File: config.mk
export PLATFORM = sky130hd
export DESIGN_NAME = imm_gen_pipe_flat
export DESIGN_NICKNAME = d
export VERILOG_FILES = /design/src/rtl/imm_gen_pipe_if.sv /design/src/rtl/imm_gen_pipe.sv /design/src/flat_wrapper.sv
export SDC_FILE = /design/constraint.sdc
export NUM_CORES = 1
export LEC_CHECK = 0
export ABC_CLOCK_PERIOD_IN_PS = 3240
export CORE_MARGIN = 2
export CORE_UTILIZATION = 30
export CTS_BUF_LIST = sky130_fd_sc_hd__clkbuf_8
export DETAILED_ROUTE_END_ITERATION = 10
export GPL_TIMING_DRIVEN = 0
export HOLD_SLACK_MARGIN = 0.1
export PLACE_DENSITY = 0.62
export SLEW_MARGIN = 25
export SYNTH_ARGS = -nofsm -noshare
export SYNTH_HDL_FRONTEND = slang
export SYNTH_SLANG_ARGS = --single-unit
File: constraint.sdc
create_clock -name clk -period 3.24 [get_ports clk]
set_input_delay 0.648 -clock clk [delete_from_list [all_inputs] [get_ports clk]]
set_output_delay 0.648 -clock clk [all_outputs]
set_load 0.01 [all_outputs]
File: src/rtl/imm_gen_pipe_if.sv
// ----------------------------------------------------------------------------
// imm_gen_pipe_if
// Purpose : bundles the two valid/ready handshakes of imm_gen_pipe.
//   Upstream side  : in_valid, in_ready, in_instr, in_tag
//   Downstream side: out_valid, out_ready, out_imm, out_fmt, out_illegal,
//                    out_tag
// Modports:
//   master - the environment: drives instructions and consumer ready.
//   slave  - imm_gen_pipe itself.
// Parameters:
//   XLEN  - width of the decoded immediate (32 or 64).
//   TAG_W - width of the sideband tag.
// ----------------------------------------------------------------------------
interface imm_gen_pipe_if #(
    parameter int XLEN  = 32,
    parameter int TAG_W = 5
);
    logic             in_valid;
    logic             in_ready;
    logic [31:0]      in_instr;
    logic [TAG_W-1:0] in_tag;
    logic             out_valid;
    logic             out_ready;
    logic [XLEN-1:0]  out_imm;
    logic [2:0]       out_fmt;
    logic             out_illegal;
    logic [TAG_W-1:0] out_tag;

    modport master (
        output in_valid, in_instr, in_tag, out_ready,
        input  in_ready, out_valid, out_imm, out_fmt, out_illegal, out_tag
    );

    modport slave (
        input  in_valid, in_instr, in_tag, out_ready,
        output in_ready, out_valid, out_imm, out_fmt, out_illegal, out_tag
    );
endinterface

File: src/rtl/imm_gen_pipe.sv
// ----------------------------------------------------------------------------
// imm_gen_pipe
// Purpose : registered RV32I/RV64I immediate generator. Decodes the I, S, B,
//           U and J immediate formats, flags unknown opcodes, and buffers the
//           result in a two-entry (main + skid) output stage so the block
//           sustains one instruction per cycle under backpressure.
// Ports:
//   clk         - rising-edge clock.
//   reset       - synchronous, active-high reset.
//   flush       - synchronous; empties both buffer entries, drops any input.
//   bus         - imm_gen_pipe_if.slave (input and output handshakes).
//   illegal_cnt - saturating count of accepted illegal instructions.
// Parameters:
//   XLEN  - immediate width, 32 or 64.
//   TAG_W - sideband tag width.
//   CNT_W - illegal-opcode counter width.
// Build option:
//   IMM_GEN_ZICSR_EN - when defined, SYSTEM opcodes decode (CSR immediate
//   forms as fmt 6 with zero-extended zimm, others as I-type). When
//   undefined, every SYSTEM opcode is illegal.
// ----------------------------------------------------------------------------
module imm_gen_pipe #(
    parameter int XLEN  = 32,
    parameter int TAG_W = 5,
    parameter int CNT_W = 8
) (
    input  logic             clk,
    input  logic             reset,
    input  logic             flush,
    imm_gen_pipe_if.slave    bus,
    output logic [CNT_W-1:0] illegal_cnt
);

    typedef enum logic [2:0] {
        FMT_R       = 3'd0,
        FMT_I       = 3'd1,
        FMT_S       = 3'd2,
        FMT_B       = 3'd3,
        FMT_U       = 3'd4,
        FMT_J       = 3'd5,
        FMT_ZIMM    = 3'd6,
        FMT_ILLEGAL = 3'd7
    } fmt_e;

    localparam logic [6:0] OP_LOAD   = 7'b0000011;
    localparam logic [6:0] OP_IMM    = 7'b0010011;
    localparam logic [6:0] OP_JALR   = 7'b1100111;
    localparam logic [6:0] OP_IMM_32 = 7'b0011011;
    localparam logic [6:0] OP_STORE  = 7'b0100011;
    localparam logic [6:0] OP_BRANCH = 7'b1100011;
    localparam logic [6:0] OP_LUI    = 7'b0110111;
    localparam logic [6:0] OP_AUIPC  = 7'b0010111;
    localparam logic [6:0] OP_JAL    = 7'b1101111;
    localparam logic [6:0] OP_REG    = 7'b0110011;
    localparam logic [6:0] OP_REG_32 = 7'b0111011;
    localparam logic [6:0] OP_SYSTEM = 7'b1110011;

    localparam logic [CNT_W-1:0] CNT_MAX = {CNT_W{1'b1}};

    typedef struct packed {
        logic [XLEN-1:0]  imm;
        logic [2:0]       fmt;
        logic             illegal;
        logic [TAG_W-1:0] tag;
    } entry_t;

    logic [31:0]      instr;
    logic [31:0]      raw_imm;
    fmt_e             dec_fmt;
    logic             dec_illegal;
    entry_t           new_entry;

    entry_t           main_q, main_d;
    entry_t           skid_q, skid_d;
    logic             main_valid_q, main_valid_d;
    logic             skid_valid_q, skid_valid_d;
    logic [CNT_W-1:0] cnt_q, cnt_d;

    logic             accept;
    logic             handoff;

    assign instr = bus.in_instr;

    // Combinational decode. Every format first builds a 32-bit immediate
    // whose bit 31 is the sign; one signed cast then widens it to XLEN, so
    // U-type upper bits are sign-filled on RV64. Illegal and R-type leave
    // the immediate at zero so no unused instruction bits leak through.
    always_comb begin
        raw_imm     = '0;
        dec_fmt     = FMT_R;
        dec_illegal = 1'b0;
        case (instr[6:0])
            OP_LOAD, OP_IMM, OP_JALR: begin
                raw_imm = {{20{instr[31]}}, instr[31:20]};
                dec_fmt = FMT_I;
            end
            OP_IMM_32: begin
                if (XLEN == 64) begin
                    raw_imm = {{20{instr[31]}}, instr[31:20]};
                    dec_fmt = FMT_I;
                end else begin
                    dec_fmt     = FMT_ILLEGAL;
                    dec_illegal = 1'b1;
                end
            end
            OP_STORE: begin
                raw_imm = {{20{instr[31]}}, instr[31:25], instr[11:7]};
                dec_fmt = FMT_S;
            end
            OP_BRANCH: begin
                raw_imm = {{19{instr[31]}}, instr[31], instr[7],
                           instr[30:25], instr[11:8], 1'b0};
                dec_fmt = FMT_B;
            end
            OP_LUI, OP_AUIPC: begin
                raw_imm = {instr[31:12], 12'b0};
                dec_fmt = FMT_U;
            end
            OP_JAL: begin
                raw_imm = {{11{instr[31]}}, instr[31], instr[19:12],
                           instr[20], instr[30:21], 1'b0};
                dec_fmt = FMT_J;
            end
            OP_REG: begin
                dec_fmt = FMT_R;
            end
            OP_REG_32: begin
                if (XLEN != 64) begin
                    dec_fmt     = FMT_ILLEGAL;
                    dec_illegal = 1'b1;
                end
            end
            OP_SYSTEM: begin
`ifdef IMM_GEN_ZICSR_EN
                // funct3 values 101/110/111 are the CSR*I forms whose
                // rs1 field carries a 5-bit unsigned immediate.
                if (instr[14:12] == 3'b101 || instr[14:12] == 3'b110 ||
                    instr[14:12] == 3'b111) begin
                    raw_imm = {27'b0, instr[19:15]};
                    dec_fmt = FMT_ZIMM;
                end else begin
                    raw_imm = {{20{instr[31]}}, instr[31:20]};
                    dec_fmt = FMT_I;
                end
`else
                dec_fmt     = FMT_ILLEGAL;
                dec_illegal = 1'b1;
`endif
            end
            default: begin
                dec_fmt     = FMT_ILLEGAL;
                dec_illegal = 1'b1;
            end
        endcase
    end

    // Pack the decoded result with its tag into a buffer entry.
    always_comb begin
        new_entry.imm     = XLEN'($signed(raw_imm));
        new_entry.fmt     = dec_fmt;
        new_entry.illegal = dec_illegal;
        new_entry.tag     = bus.in_tag;
    end

    // in_ready is just "skid empty", taken straight from a flop, so the
    // consumer's out_ready never reaches in_ready combinationally.
    assign accept  = bus.in_valid && !skid_valid_q && !flush;
    assign handoff = main_valid_q && bus.out_ready;

    // Buffer next-state. The main entry drives the outputs; the skid entry
    // only fills when main is occupied, not leaving, and a new instruction
    // arrives. Because in_ready is low whenever skid is full, skid refill
    // and accept never collide. Flush empties both entries and suppresses
    // the accept (and its counter increment).
    always_comb begin
        main_d       = main_q;
        skid_d       = skid_q;
        main_valid_d = main_valid_q;
        skid_valid_d = skid_valid_q;
        cnt_d        = cnt_q;

        if (flush) begin
            main_valid_d = 1'b0;
            skid_valid_d = 1'b0;
        end else begin
            if (handoff) begin
                if (skid_valid_q) begin
                    main_d       = skid_q;
                    skid_valid_d = 1'b0;
                end else if (accept) begin
                    main_d = new_entry;
                end else begin
                    main_valid_d = 1'b0;
                end
            end else if (!main_valid_q) begin
                if (accept) begin
                    main_d       = new_entry;
                    main_valid_d = 1'b1;
                end
            end else if (accept) begin
                skid_d       = new_entry;
                skid_valid_d = 1'b1;
            end

            if (accept && dec_illegal && (cnt_q != CNT_MAX)) begin
                cnt_d = cnt_q + 1'b1;
            end
        end
    end

    // State registers with synchronous reset; reset overrides flush and
    // both handshakes.
    always_ff @(posedge clk) begin
        if (reset) begin
            main_q       <= '0;
            skid_q       <= '0;
            main_valid_q <= 1'b0;
            skid_valid_q <= 1'b0;
            cnt_q        <= '0;
        end else begin
            main_q       <= main_d;
            skid_q       <= skid_d;
            main_valid_q <= main_valid_d;
            skid_valid_q <= skid_valid_d;
            cnt_q        <= cnt_d;
        end
    end

    assign bus.in_ready    = !skid_valid_q;
    assign bus.out_valid   = main_valid_q;
    assign bus.out_imm     = main_q.imm;
    assign bus.out_fmt     = main_q.fmt;
    assign bus.out_illegal = main_q.illegal;
    assign bus.out_tag     = main_q.tag;
    assign illegal_cnt     = cnt_q;

endmodule

File: src/flat_wrapper.sv
// flat-port wrapper written by rule: the top's interface ports become plain ports
module imm_gen_pipe_flat 
#(
    parameter int XLEN  = 32,
    parameter int TAG_W = 5,
    parameter int CNT_W = 8
)
  (clk, reset, flush, illegal_cnt, bus_in_valid, bus_in_instr, bus_in_tag, bus_out_ready, bus_in_ready, bus_out_valid, bus_out_imm, bus_out_fmt, bus_out_illegal, bus_out_tag);
  imm_gen_pipe_if #(.XLEN(XLEN), .TAG_W(TAG_W)) bus_i ();
  input  logic clk;
  input  logic reset;
  input  logic flush;
  output logic [CNT_W-1:0] illegal_cnt;
  input wire logic [$bits(bus_i.in_valid)-1:0] bus_in_valid;
  input wire logic [$bits(bus_i.in_instr)-1:0] bus_in_instr;
  input wire logic [$bits(bus_i.in_tag)-1:0] bus_in_tag;
  input wire logic [$bits(bus_i.out_ready)-1:0] bus_out_ready;
  output wire logic [$bits(bus_i.in_ready)-1:0] bus_in_ready;
  output wire logic [$bits(bus_i.out_valid)-1:0] bus_out_valid;
  output wire logic [$bits(bus_i.out_imm)-1:0] bus_out_imm;
  output wire logic [$bits(bus_i.out_fmt)-1:0] bus_out_fmt;
  output wire logic [$bits(bus_i.out_illegal)-1:0] bus_out_illegal;
  output wire logic [$bits(bus_i.out_tag)-1:0] bus_out_tag;
  assign bus_i.in_valid = bus_in_valid;
  assign bus_i.in_instr = bus_in_instr;
  assign bus_i.in_tag = bus_in_tag;
  assign bus_i.out_ready = bus_out_ready;
  assign bus_in_ready = bus_i.in_ready;
  assign bus_out_valid = bus_i.out_valid;
  assign bus_out_imm = bus_i.out_imm;
  assign bus_out_fmt = bus_i.out_fmt;
  assign bus_out_illegal = bus_i.out_illegal;
  assign bus_out_tag = bus_i.out_tag;
  imm_gen_pipe #(.XLEN(XLEN), .TAG_W(TAG_W), .CNT_W(CNT_W)) u_core (.clk(clk), .reset(reset), .flush(flush), .bus(bus_i), .illegal_cnt(illegal_cnt));
endmodule
**Word level (Yosys, flattened, before mapping)**

Index checks and enable logic that the tools add are counted.

- Add/subtract/negate cells: 1
- Muxes and demuxes: 12
- Reduce and logical (&&, ||, !) cells: 17
- Equal/unequal tests: 13
- Divide/modulo/power cells: 0
- Multiply operators: 0
- Magnitude comparators: 0
- Shift-type cells: 0
- Bitwise operators: 2

Operator list:

| operator | number |
|---|---|
| $mux W41 | 4 |
| $pmux W32 S5 | 1 |
| $eq A7 B6 Y1 const B | 3 |
| $eq A7 B7 Y1 const B | 3 |
| $pmux W3 S6 | 1 |
| $eq A7 B5 Y1 const B | 2 |
| $reduce_or A9 Y1 | 1 |
| $add A8 B1 Y8 const B | 1 |
| $ne A8 B8 Y1 const B | 1 |
| $reduce_and A2 Y1 | 4 |
| $eq A7 B2 Y1 const B | 1 |
| $mux W1 | 6 |
| $ne A2 B2 Y1 const B | 3 |
| $reduce_or A3 Y1 | 2 |
| $logic_and A1 B1 Y1 | 5 |
| $reduce_and A4 Y1 | 1 |
| $reduce_or A2 Y1 | 2 |
| $logic_not A1 Y1 | 2 |
| $not A1 Y1 | 2 |

- Bits in latches: 0
- Logic and storage cells: 56
- Bits in registers: 92
- Output and inout bits: 51
- Input bits: 42
- Memories: 0
- RAM bits: 0
- Bits in read-only memories: 0

**Longest topological paths before layout**

Gate-level depths: netlist (run 1).

- Depth in word-level cells: 6
- Depth in mapped cells: 7
- Mapped depth without buffers: 5

**Least setup slack after synthesis (run 1)**

OpenSTA, ideal clock, no wires.

- Path kind: input to register
- From: input port flush
- To: register u_core.main_q (netlist bit u_core.bus.out_imm[12])
- Data arrival time: 1745 ps
- Path slack: 1358 ps
- Cell stages on the path: 6
- Path through: or3b_1 -> buf_2 -> nor2_2 -> o21ai_1 -> a21oi_1 -> nor3_1

- Cells in the longest elaborated chain, start to end: 5

Ends and longest elaborated chain:

| element | line | text |
|---|---|---|
| start, declared | flat_wrapper.sv:12 | `input logic flush;` |
| $logic_not A1 Y1 | imm_gen_pipe.sv:167 | `assign accept = bus.in_valid && !skid_valid_q && !flush;` |
| $logic_and A1 B1 Y1 | imm_gen_pipe.sv:167 |  |
| $mux W41 | n/a |  |
| $mux W41, on equally long branches | n/a |  |
| $mux W41 | n/a |  |
| end signal, assigned | imm_gen_pipe.sv:221 | `main_q <= main_d;` |
| end, declared | imm_gen_pipe.sv:73 | `entry_t main_q, main_d;` |

Parallel ways exist; a longest one is shown, timed or not. The select of a mux whose other input is x is not followed.
A chain may end at the register's enable or synchronous reset.

**Worst setup path in the final report (run 1)**

- From: input port flush
- To: register u_core.main_q (netlist bit u_core.bus.out_imm[19])

The elaborated chain is that of the path after synthesis.

==> qor.txt, run 1 <==
Status - finished clean
Final min period - 2.51 ns
Fmax - 398 MHz
Worst slew margin - 0.511
Cell count after synthesis - 444
Placed Area - 4950 sq um
Pin count of the biggest net entering global routing - 18
# hold bufs at CTS - 0
Number of synthesized register bits - 92
Setup Skew - 0.0153 ns
Startpoint Class - input pin
Met2 Usage GRT - 0.279
Via count normalized by instance count - 5.36
Worst VDD drop - 0.172 mV
Crit. End Element - flip-flop
GRT Util Overall - 0.176
Unrepaired setup endpoints after global routing - false
Primary FF master, synth - dfxtp_1
Post-synth EDFFs - 0
Synth async-reset ratio - 0
Synth warnings - 0
Clk slew on worst S/H paths - 0.10 ns
Crit Reg-Reg Endpoint - u_core.bus.out_imm[19]$_SDFFE_PP0P_
Final Cycle Share - 0.776
Final setup fails - 0
Via count - 3876
Critical setup path kind - input pin to flip-flop
Port bufs - 91
H-tree levels - 3
Vias in the first global route - 3599
Core Area - 12500 sq um
Max Cap Viol - 0
Post-Syn Area - 3830 sq um
R2r setup slk - 1.16 ns
Hold Vio Cnt, Final - 0
Slowest stage delay, CP - 0.51 ns
CP max FO - 8
Hold WC Path Type - flip-flop to flip-flop
Final Cell Area - 5140 sq um
Insertion delay to the later sink of the worst-skew pair - 0.38 ns
Final net count - 589
Die Span X - 117 um
CTS tree - done
Synth top cells by count - dfxtp_1, a21oi_1, nand2_1
Postcts setup bufs - 0
Root Driver - clkbuf_8
Setup_tns - 0 ns
Top cells by area, synth - dfxtp_1, a21oi_1, o221ai_1
Crit-path slowest cell - clkdlybuf4s50_1
Gpl congestion - 0.859
Reg-to-Reg Start - u_core.skid_valid_q$_SDFFE_PP0P_
Fillers - 1289
Routed wire length - 12.1 mm
Required time worst endpoint - 3.49 ns
PD cells - 439 nW/um^2
Met1 Usage GRT - 0.235
Top Usage Layer GRT - met2
Leak pwr - 1.71 nW
Hold Path End - u_core.skid_q[1]$_SDFFE_PP0P_
Row cnt - 41
Arr. time, crit path - 2.76 ns
Avg Cell Area, Syn - 8.62 sq um
Initial Utilization - 0.306
Initial antenna violation count - 0
First-pass GRT wire length - 18.5 mm
Antenna-violating nets left - 0
Max Slew Vio Count - 0
Layout area overhead - 34.2%
Die Height - 117 um
Synth area leader - dfxtp_1
Most frequent cell after synthesis - dfxtp_1
Post-synthesis cell type count - 48
Routed len/inst - 16.7 um
Sequential area share after synthesis - 0.481
N_diodes - 0
HPWL Detailed - 8.85 mm
Remaining Overflow, GRT - 0
Worst r2r path cells - 6
Share of the synthesized area in the top cell type - 0.481
DR DRC count - 0
TritonRoute pass-1 iters - 5
CTS buffer count - 9
Clk buf depth - 2
Top-level I/O count - 93
Mapped Nets - 487
Detailed Route Iter0 Violations - 261
Hold Path Depth - 2
Cell breakdown of the critical path - clkdlybuf4s50_1 > or3b_1 > buf_2 > nor2_2 > o21ai_1 > a21oi_1 > nor3_1
Worst-margin pin slew - 0.728 ns
Met3 Track Usage GR - 0.0366
DIE AREA - 13700 sq um
Cts repair resizes - 0
Worst Hold Launch - u_core.skid_q[1]$_SDFFE_PP0P_
CTS Sinks - 92
Share of cells above drive strength 1 - 0.0817
==> state kept, by name (all words and copies together), names as in the netlist <==
| signal | flops |
|---|---|
| u_core.skid_q | 41 |
| u_core.bus.out_tag | 5 |
| u_core.bus.out_illegal | 1 |
| u_core.illegal_cnt | 8 |
| u_core.bus.out_imm | 32 |
| u_core.bus.out_fmt | 3 |
| u_core.bus.out_valid | 1 |
| u_core.skid_valid_q | 1 |
==> per-stage QoR <==
step,instances,utilization,total power [mW],hold WS [ns],setup slack (ns)
6_report,723,0.410,2.25,0.457,0.727
5_1_grt,723,0.410,2.35,0.472,0.580
4_1_cts,723,0.410,2.28,0.460,0.796
3_5_place_dp,707,0.396,1.54,0.447,0.403
3_3_place_gp,707,0.396,1.53,0.438,0.432
2_1_floorplan,444,-,1.35,0.432,1.36
==> kinds of logic after synthesis <==
| family | count (synthesis) | synth area share |
|---|---|---|
| AOI/OAI and AO/OA | 199 | 0.316 |
| adders and majority gates | 1 | 0.00327 |
| DFF | 92 | 0.481 |
| buffers and inverters | 39 | 0.0513 |
| and+or+nand+nor | 113 | 0.148 |
==> area by class of cell <==
cell class | instances | area (sq um) | area share
Multi-Input combinational cell | 313 | 1790 | 0.349
Inverter | 7 | 26.3 | 0.00512
Clock buffer | 9 | 124 | 0.0241
Clock inverter | 7 | 57.6 | 0.0112
Timing Repair Buffer | 91 | 911 | 0.177
Sequential cell | 92 | 1840 | 0.359
Buffer | 32 | 170 | 0.0331
Tap cell | 172 | 215 | 0.0419
==> cell usage in the layout, fill, tap and decap left out, types with 4 or more instances in the layout <==
cell type and instances:
nand2_1 45, dfxtp_1 92, inv_1 7, o221ai_1 21, nand3_1 9, nand2b_1 4, o21ai_0 31, o22ai_1 19
o21ai_1 5, a211oi_1 10, nor3_1 13, o31ai_1 4, clkdlybuf4s50_1 91, buf_2 7, a22oi_1 4, buf_6 4
nor2_1 15, clkbuf_1 17, clkbuf_8 9, a21oi_1 86, nor3_2 5
==> worst max path at each step <==
stage                     startpoint                                  end
after floorplan                flush  u_core.bus.out_imm[12]$_SDFFE_PP0P_
after global placement         flush  u_core.bus.out_imm[15]$_SDFFE_PP0P_
after detailed placement       flush  u_core.bus.out_imm[13]$_SDFFE_PP0P_
after CTS                      flush  u_core.bus.out_imm[15]$_SDFFE_PP0P_
after global routing           flush  u_core.bus.out_imm[15]$_SDFFE_PP0P_
final                          flush  u_core.bus.out_imm[19]$_SDFFE_PP0P_
==> power by group <==
part	total [mW]	internal, mW	switching (mW)
clock network	0.743	0.293	0.450
registers	1.20	1.17	0.0265
logic	0.313	0.159	0.154
==> critical path: cells and delay by family <==
kind | cells | cell delay, ns
buffers and inverters | 2 | 0.68
AND/OR/NAND/NOR | 3 | 0.80
AO/OA/AOI/OAI | 2 | 0.62
==> routing by layer <==
layer	up-vias	part of all wire	wire (um)
li1	1868	-	-
met1	1839	0.46	5490
met2	151	0.46	5550
met3	18	0.068	821
met4	0	0.016	196
met5	-	0	0
No activity file was read; power rests on OpenSTA's default activity.
==> run 2: changes to the inputs <==
--- a/config.mk
+++ b/config.mk
@@ -5,7 +5,7 @@
 export SDC_FILE = /design/constraint.sdc
 export NUM_CORES = 1
 export LEC_CHECK = 0
-export ABC_CLOCK_PERIOD_IN_PS = 3240
+export ABC_CLOCK_PERIOD_IN_PS = 2500
 export CORE_MARGIN = 2
 export CORE_UTILIZATION = 30
 export CTS_BUF_LIST = sky130_fd_sc_hd__clkbuf_8
==> constraint.sdc (replaced) <==
create_clock -name clk -period 2.5 [get_ports clk]
set_input_delay 0.5 -clock clk [delete_from_list [all_inputs] [get_ports clk]]
set_output_delay 0.5 -clock clk [all_outputs]
set_load 0.01 [all_outputs]
==> qor.txt, run 2 (synthesis gave the netlist of run 1 again) <==
Clk slew on worst S/H paths - 0.10 ns (about the same)
Setup_tns - 0 ns (unchanged)
GRT Util Overall - 0.176 (unchanged)
Hold Vio Cnt, Final - 0 (unchanged)
Insertion delay to the later sink of the worst-skew pair - 0.38 ns (about the same)
Vias in the first global route - 3599 (unchanged)
R2r setup slk - 0.46 ns (-0.70 ns)
Flop pwr share - 0.530 (-0.002)
Metal3 WL - 842 um (+2.6%)
Met1 WL - 5.45 mm (-0.60%)
Gpl congestion - 0.859 (unchanged)
Final net count - 589 (unchanged)
N_diodes - 0 (unchanged)
Startpoint Class - input pin
Power share of the combinational group - 0.139 (about the same)
Unrepaired setup endpoints after global routing - false
Initial antenna violation count - 0 (unchanged)
Final Cycle Share - 0.905
HPWL Detailed - 8.85 mm (unchanged)
Detailed Route Iter0 Violations - 256 (-1.9%)
Worst Hold Launch - u_core.skid_q[1]$_SDFFE_PP0P_
Root Driver - clkbuf_8
DIE AREA - 13700 sq um (unchanged)
CP max FO - 10 (+2)
Hold Path End - u_core.skid_q[1]$_SDFFE_PP0P_
Most common cell after layout, fill and taps aside - dfxtp_1
Max Slew Vio Count - 0 (unchanged)
Crit-path slowest cell - clkdlybuf4s50_1
Via count normalized by instance count - 5.38 (+0.44%)
Leak pwr - 1.71 nW (about the same)
Pin count of the biggest net entering global routing - 18 (unchanged)
Required time worst endpoint - 2.82 ns (-0.67 ns)
Critical setup path kind - input pin to flip-flop
Sw Share - 0.282 (+0.00182)
Hold WC Path Type - flip-flop to flip-flop
Final min period - 2.26 ns
CTS Sinks - 92 (unchanged)
Most flops, register - u_core.skid_q
Antenna-violating nets left - 0 (unchanged)
Max reg flops - 41 (unchanged)
Cell breakdown of the critical path - clkdlybuf4s50_1 > nand3b_1 > nor3_2 > clkbuf_1 > nand2_1 > a21oi_1
Crit Reg-Reg Endpoint - u_core.bus.out_imm[10]$_SDFFE_PP0P_
Worst r2r path cells - 6 (unchanged)
Metal2 WL - 5.55 mm (about the same)
Worst-margin pin slew - 0.706 ns (-0.0222 ns)
Highest-count cells in the layout ignoring fill and taps - dfxtp_1, clkdlybuf4s50_1, a21oi_1
Die Height - 117 um (unchanged)
H-tree levels - 3 (unchanged)
Die Span X - 117 um (unchanged)
Initial Utilization - 0.306 (unchanged)
Top sig layer - met4
Hold Path Depth - 2 (unchanged)
Core Area - 12500 sq um (unchanged)
Row cnt - 41 (unchanged)
Internal Pwr Total - 2.10 mW (+30%)
CTS tree - done
Routed len/inst - 16.7 um (+0.22%)
Psw - 0.825 mW (+31%)
Status - finished clean
Crit. End Element - flip-flop
Power share of the clock group - 0.331 (about the same)
Top-level I/O count - 93 (unchanged)
TritonRoute pass-1 iters - 7 (+2)
Fillers - 1290 (+0.078%)
Via count - 3893 (+0.44%)
Layout area overhead - 34.2% (about the same)
Clk buf depth - 2 (unchanged)
Share of cells above drive strength 1 - 0.0835 (+0.00181)
Setup Skew - 0.0133 ns (-0.00205 ns)
DR DRC count - 0 (unchanged)
Final setup fails - 0 (unchanged)
Postcts setup bufs - 0 (unchanged)
Routed wire length - 12.1 mm (+0.22%)
Worst VDD drop - 0.222 mV (+30%)
Max Cap Viol - 0 (unchanged)
Port bufs - 91 (unchanged)
Reg-to-Reg Start - u_core.bus.out_valid$_SDFFE_PP0P_
Remaining Overflow, GRT - 0 (unchanged)
Fmax - 442 MHz
Slowest stage delay, CP - 0.54 ns (+0.03 ns)
First-pass GRT wire length - 18.5 mm (unchanged)
Overall Power - 2.93 mW (+30%)
PD cells - 570 nW/um^2 (+30%)
Arr. time, crit path - 2.58 ns (-0.18 ns)
CTS buffer count - 9 (unchanged)
Worst slew margin - 0.526 (+0.0149)
[run 2: changes by cell type in the layout (fill, tap and decap cells not counted)]
cell     change
o21ai_2      +1
o21ai_1      -1
[run 2: final cells by class]
class | count | area, sq um | share of cell area
Buffer | 32 | 170 | 0.0331
Clock buffer | 9 | 124 | 0.0241
Clock inverter | 7 | 57.6 | 0.0112
Inverter | 7 | 26.3 | 0.00511
Multi-Input combinational cell | 313 | 1790 | 0.349
Sequential cell | 92 | 1840 | 0.358
Tap cell | 172 | 215 | 0.0419
Timing Repair Buffer | 91 | 911 | 0.177
[run 2: metrics by stage]
step / instance area (sq um) / cells / utilization / setup slack (ns) / hold slack (ns)
after floorplan: 3830 / 444 / - / 0.766 / 0.432
after global placement: 4950 / 707 / 0.396 / -0.160 / 0.438
after detailed placement: 4950 / 707 / 0.396 / -0.189 / 0.447
after CTS: 5140 / 723 / 0.410 / 0.204 / 0.460
after global routing: 5140 / 723 / 0.411 / 0.0794 / 0.472
final: 5140 / 723 / 0.411 / 0.239 / 0.457
[run 2: power by group through the flow]
stage / clock, mW / combinational, mW / sequential, mW
final: 0.969 / 0.406 / 1.55
after global routing: 1.06 / 0.437 / 1.56
after CTS: 0.991 / 0.406 / 1.55
after floorplan: 0 / 0.153 / 1.60
after global placement: 0 / 0.396 / 1.59
after detailed placement: 0 / 0.404 / 1.59
[run 2: metal layers]
metal,track usage,up-vias
li1,-,1871
met1,0.235,1844
met2,0.279,158
met3,0.0366,20
met4,0.0682,0
met5,0,-
[run 2: worst max-delay path by stage]
stage	start	end	slack (ns)	cells past startpoint
detailed placement	flush	u_core.bus.out_imm[13]$_SDFFE_PP0P_	-0.19	7
global route	bus_in_valid	u_core.bus.out_imm[1]$_SDFFE_PP0P_	0.08	7
floorplan	flush	u_core.bus.out_imm[12]$_SDFFE_PP0P_	0.77	6
finish	bus_in_instr[3]	u_core.bus.out_imm[26]$_SDFFE_PP0P_	0.24	6
global placement	flush	u_core.bus.out_imm[15]$_SDFFE_PP0P_	-0.16	7
CTS	flush	u_core.bus.out_imm[15]$_SDFFE_PP0P_	0.20	7
[run 2: repair_timing]
item	in CTS	in global routing
hold buffers	0	0
setup endpoints to repair	0	1
resized for setup	0	1
hold endpoints to repair	0	0
[run 2: critical path, delay by kind of cell]
kind | cells | cell delay, ns
buffers and inverters | 2 | 0.98
AOI/OAI and AO/OA | 1 | 0.17
and+or+nand+nor | 3 | 0.92
==> run 3: changes to the inputs <==
--- a/config.mk
+++ b/config.mk
@@ -5,14 +5,14 @@
 export SDC_FILE = /design/constraint.sdc
 export NUM_CORES = 1
 export LEC_CHECK = 0
-export ABC_CLOCK_PERIOD_IN_PS = 2500
+export ABC_CLOCK_PERIOD_IN_PS = 2600
 export CORE_MARGIN = 2
 export CORE_UTILIZATION = 30
 export CTS_BUF_LIST = sky130_fd_sc_hd__clkbuf_8
 export DETAILED_ROUTE_END_ITERATION = 10
 export GPL_TIMING_DRIVEN = 0
 export HOLD_SLACK_MARGIN = 0.1
-export PLACE_DENSITY = 0.62
+export PLACE_DENSITY = 0.57
 export SLEW_MARGIN = 25
 export SYNTH_ARGS = -nofsm -noshare
 export SYNTH_HDL_FRONTEND = slang
==> constraint.sdc (replaced) <==
create_clock -name clk -period 2.6 [get_ports clk]
set_input_delay 0.52 -clock clk [delete_from_list [all_inputs] [get_ports clk]]
set_output_delay 0.52 -clock clk [all_outputs]
set_load 0.01 [all_outputs]
==> qor.txt, run 3 (synthesis gave the netlist of run 1 again) <==
Row cnt - 41 (unchanged)
CTS buffer count - 9 (unchanged)
Startpoint Class - input pin
Status - finished clean
Port bufs - 91 (unchanged)
H-tree levels - 3 (unchanged)
Max reg flops - 41 (unchanged)
Fmax - 417 MHz
Clk buf depth - 2 (unchanged)
Detailed Route Iter0 Violations - 257 (+0.39%)
Cell breakdown of the critical path - clkdlybuf4s50_1 > nand2b_1 > a21boi_0 > nor3_1 > clkbuf_1 > o221ai_1 > a21oi_1
Layout area overhead - 35.8%
Gpl congestion - 0.847 (-1.4%)
Unrepaired setup endpoints after global routing - false
Final core utilization - 0.415 (+0.00480)
Crit. End Element - flip-flop
Required time worst endpoint - 2.90 ns (+0.08 ns)
CP max FO - 10 (unchanged)
Leak pwr - 1.74 nW (+1.7%)
Crit Reg-Reg Endpoint - u_core.bus.out_fmt[2]$_SDFFE_PP0P_
Clk slew on worst S/H paths - 0.09 ns (about the same)
Final Cycle Share - 0.922
Critical setup path kind - input pin to flip-flop
Cts repair resizes - 0 (unchanged)
Initial Utilization - 0.306 (unchanged)
Via count normalized by instance count - 5.24 (-2.8%)
First-pass GRT wire length - 18.7 mm (+1.5%)
Pin count of the biggest net entering global routing - 16 (-2)
CTS Sinks - 92 (unchanged)
Setup Skew - 0.00781 ns (-0.00545 ns)
Remaining Overflow, GRT - 0 (unchanged)
Final Non-Filler Cells - 722 (-0.14%)
Worst slew margin - 0.535 (+0.00945)
TritonRoute pass-1 iters - 5 (-2)
Insertion delay to the later sink of the worst-skew pair - 0.37 ns (about the same)
Hold Path End - u_core.skid_q[19]$_SDFFE_PP0P_
Final net count - 589 (unchanged)
# hold bufs at CTS - 0 (unchanged)
Antenna-violating nets left - 0 (unchanged)
DIE AREA - 13700 sq um (unchanged)
Crit-path slowest cell - nor3_1
Routed wire length - 11.8 mm (-2.0%)
Final min period - 2.40 ns
Hold WC Path Type - flip-flop to flip-flop
Worst-margin pin slew - 0.692 ns (-0.0141 ns)
Root Driver - clkbuf_8
Most flops, register - u_core.skid_q
Top-level I/O count - 93 (unchanged)
Routed len/inst - 16.4 um (-1.9%)
Vias in the first global route - 3640 (+1.1%)
Die Height - 117 um (unchanged)
R2r setup slk - 0.41 ns (-0.05 ns)
Initial antenna violation count - 0 (unchanged)
Slowest stage delay, CP - 0.54 ns (about the same)
DR DRC count - 0 (unchanged)
Max Slew Vio Count - 0 (unchanged)
Max Cap Viol - 0 (unchanged)
Via count - 3780 (-2.9%)
Placed cells - 707 (unchanged)
Worst r2r path cells - 6 (unchanged)
Critical path buffers and inverters - 2 (unchanged)
Die Span X - 117 um (unchanged)
Reg-to-Reg Start - u_core.skid_valid_q$_SDFFE_PP0P_
HPWL Detailed - 8.70 mm (-1.7%)
Postcts setup bufs - 0 (unchanged)
Most common cell after layout, fill and taps aside - dfxtp_1
Share of cells above drive strength 1 - 0.0800 (-0.00348)
Worst VDD drop - 0.249 mV (+12%)
Worst Hold Launch - u_core.skid_q[19]$_SDFFE_PP0P_
PD cells - 587 nW/um^2 (+3.0%)
Hold Vio Cnt, Final - 0 (unchanged)
GRT Util Overall - 0.179 (+0.00350)
Hold Path Depth - 2 (unchanged)
Final setup fails - 0 (unchanged)
CTS tree - done
N_diodes - 0 (unchanged)
Critical path's top delay family - buffers and inverters
Arr. time, crit path - 2.70 ns (+0.12 ns)
Core Area - 12500 sq um (unchanged)
Highest-count cells in the layout ignoring fill and taps - dfxtp_1, clkdlybuf4s50_1, a21oi_1
run 3: cell type report:
type | count | area [sq um]
inverters | 7 | 26.3
fillers | 1290 | 7320
clock inverters | 5 | 108
multi-input cells | 313 | 1790
flip-flops and latches | 92 | 1840
repair buffers | 91 | 911
plain buffers | 32 | 170
well taps | 172 | 215
clock buffers | 10 | 138
run 3: how the worst max path moves through the flow:
| stage | startpoint | end | depth (start not counted) |
|---|---|---|---|
| after floorplan | flush | u_core.bus.out_imm[12]$_SDFFE_PP0P_ | 6 |
| after global placement | flush | u_core.bus.out_imm[15]$_SDFFE_PP0P_ | 7 |
| after detailed placement | flush | u_core.bus.out_imm[18]$_SDFFE_PP0P_ | 7 |
| after CTS | bus_in_valid | u_core.bus.out_fmt[2]$_SDFFE_PP0P_ | 7 |
| after global routing | bus_in_valid | u_core.bus.out_fmt[2]$_SDFFE_PP0P_ | 7 |
| final | bus_in_valid | u_core.bus.out_fmt[2]$_SDFFE_PP0P_ | 7 |
run 3: tightest hold or removal path, cell delays in order (launching register included):
cell and delay, ns:
dfxtp_1 0.32, nand2_1 0.05, a21oi_1 0.05
run 3: layer usage:
| layer | vias up | global-route usage | share of wire |
|---|---|---|---|
| met1 | 1759 | 0.248 | 0.47 |
| met2 | 141 | 0.271 | 0.45 |
| met3 | 20 | 0.0433 | 0.063 |
| met5 | - | 0 | 0 |
| met4 | 0 | 0.0675 | 0.021 |
| li1 | 1860 | - | - |
run 3: report_power, final:
| group | switching, mW | internal [mW] | total, mW |
|---|---|---|---|
| Clock | 0.507 | 0.665 | 1.17 |
| Combinational | 0.190 | 0.198 | 0.387 |
| Sequential | 0.0327 | 1.46 | 1.49 |
| Total | 0.729 | 2.32 | 3.05 |
run 3: through the flow:
| stage | worst slack, ns | area [sq um] | setup TNS (ns) | hold slack (ns) | total power, mW |
|---|---|---|---|---|---|
| after floorplan | 0.846 | 3830 | 0 | 0.432 | 1.69 |
| after global placement | -0.129 | 4950 | -1.71 | 0.439 | 1.91 |
| after detailed placement | -0.137 | 4950 | -1.96 | 0.448 | 1.91 |
| after CTS | 0.266 | 5200 | 0 | 0.461 | 3.08 |
| after global routing | 0.0752 | 5200 | 0 | 0.479 | 3.19 |
| final | 0.202 | 5200 | 0 | 0.458 | 3.05 |
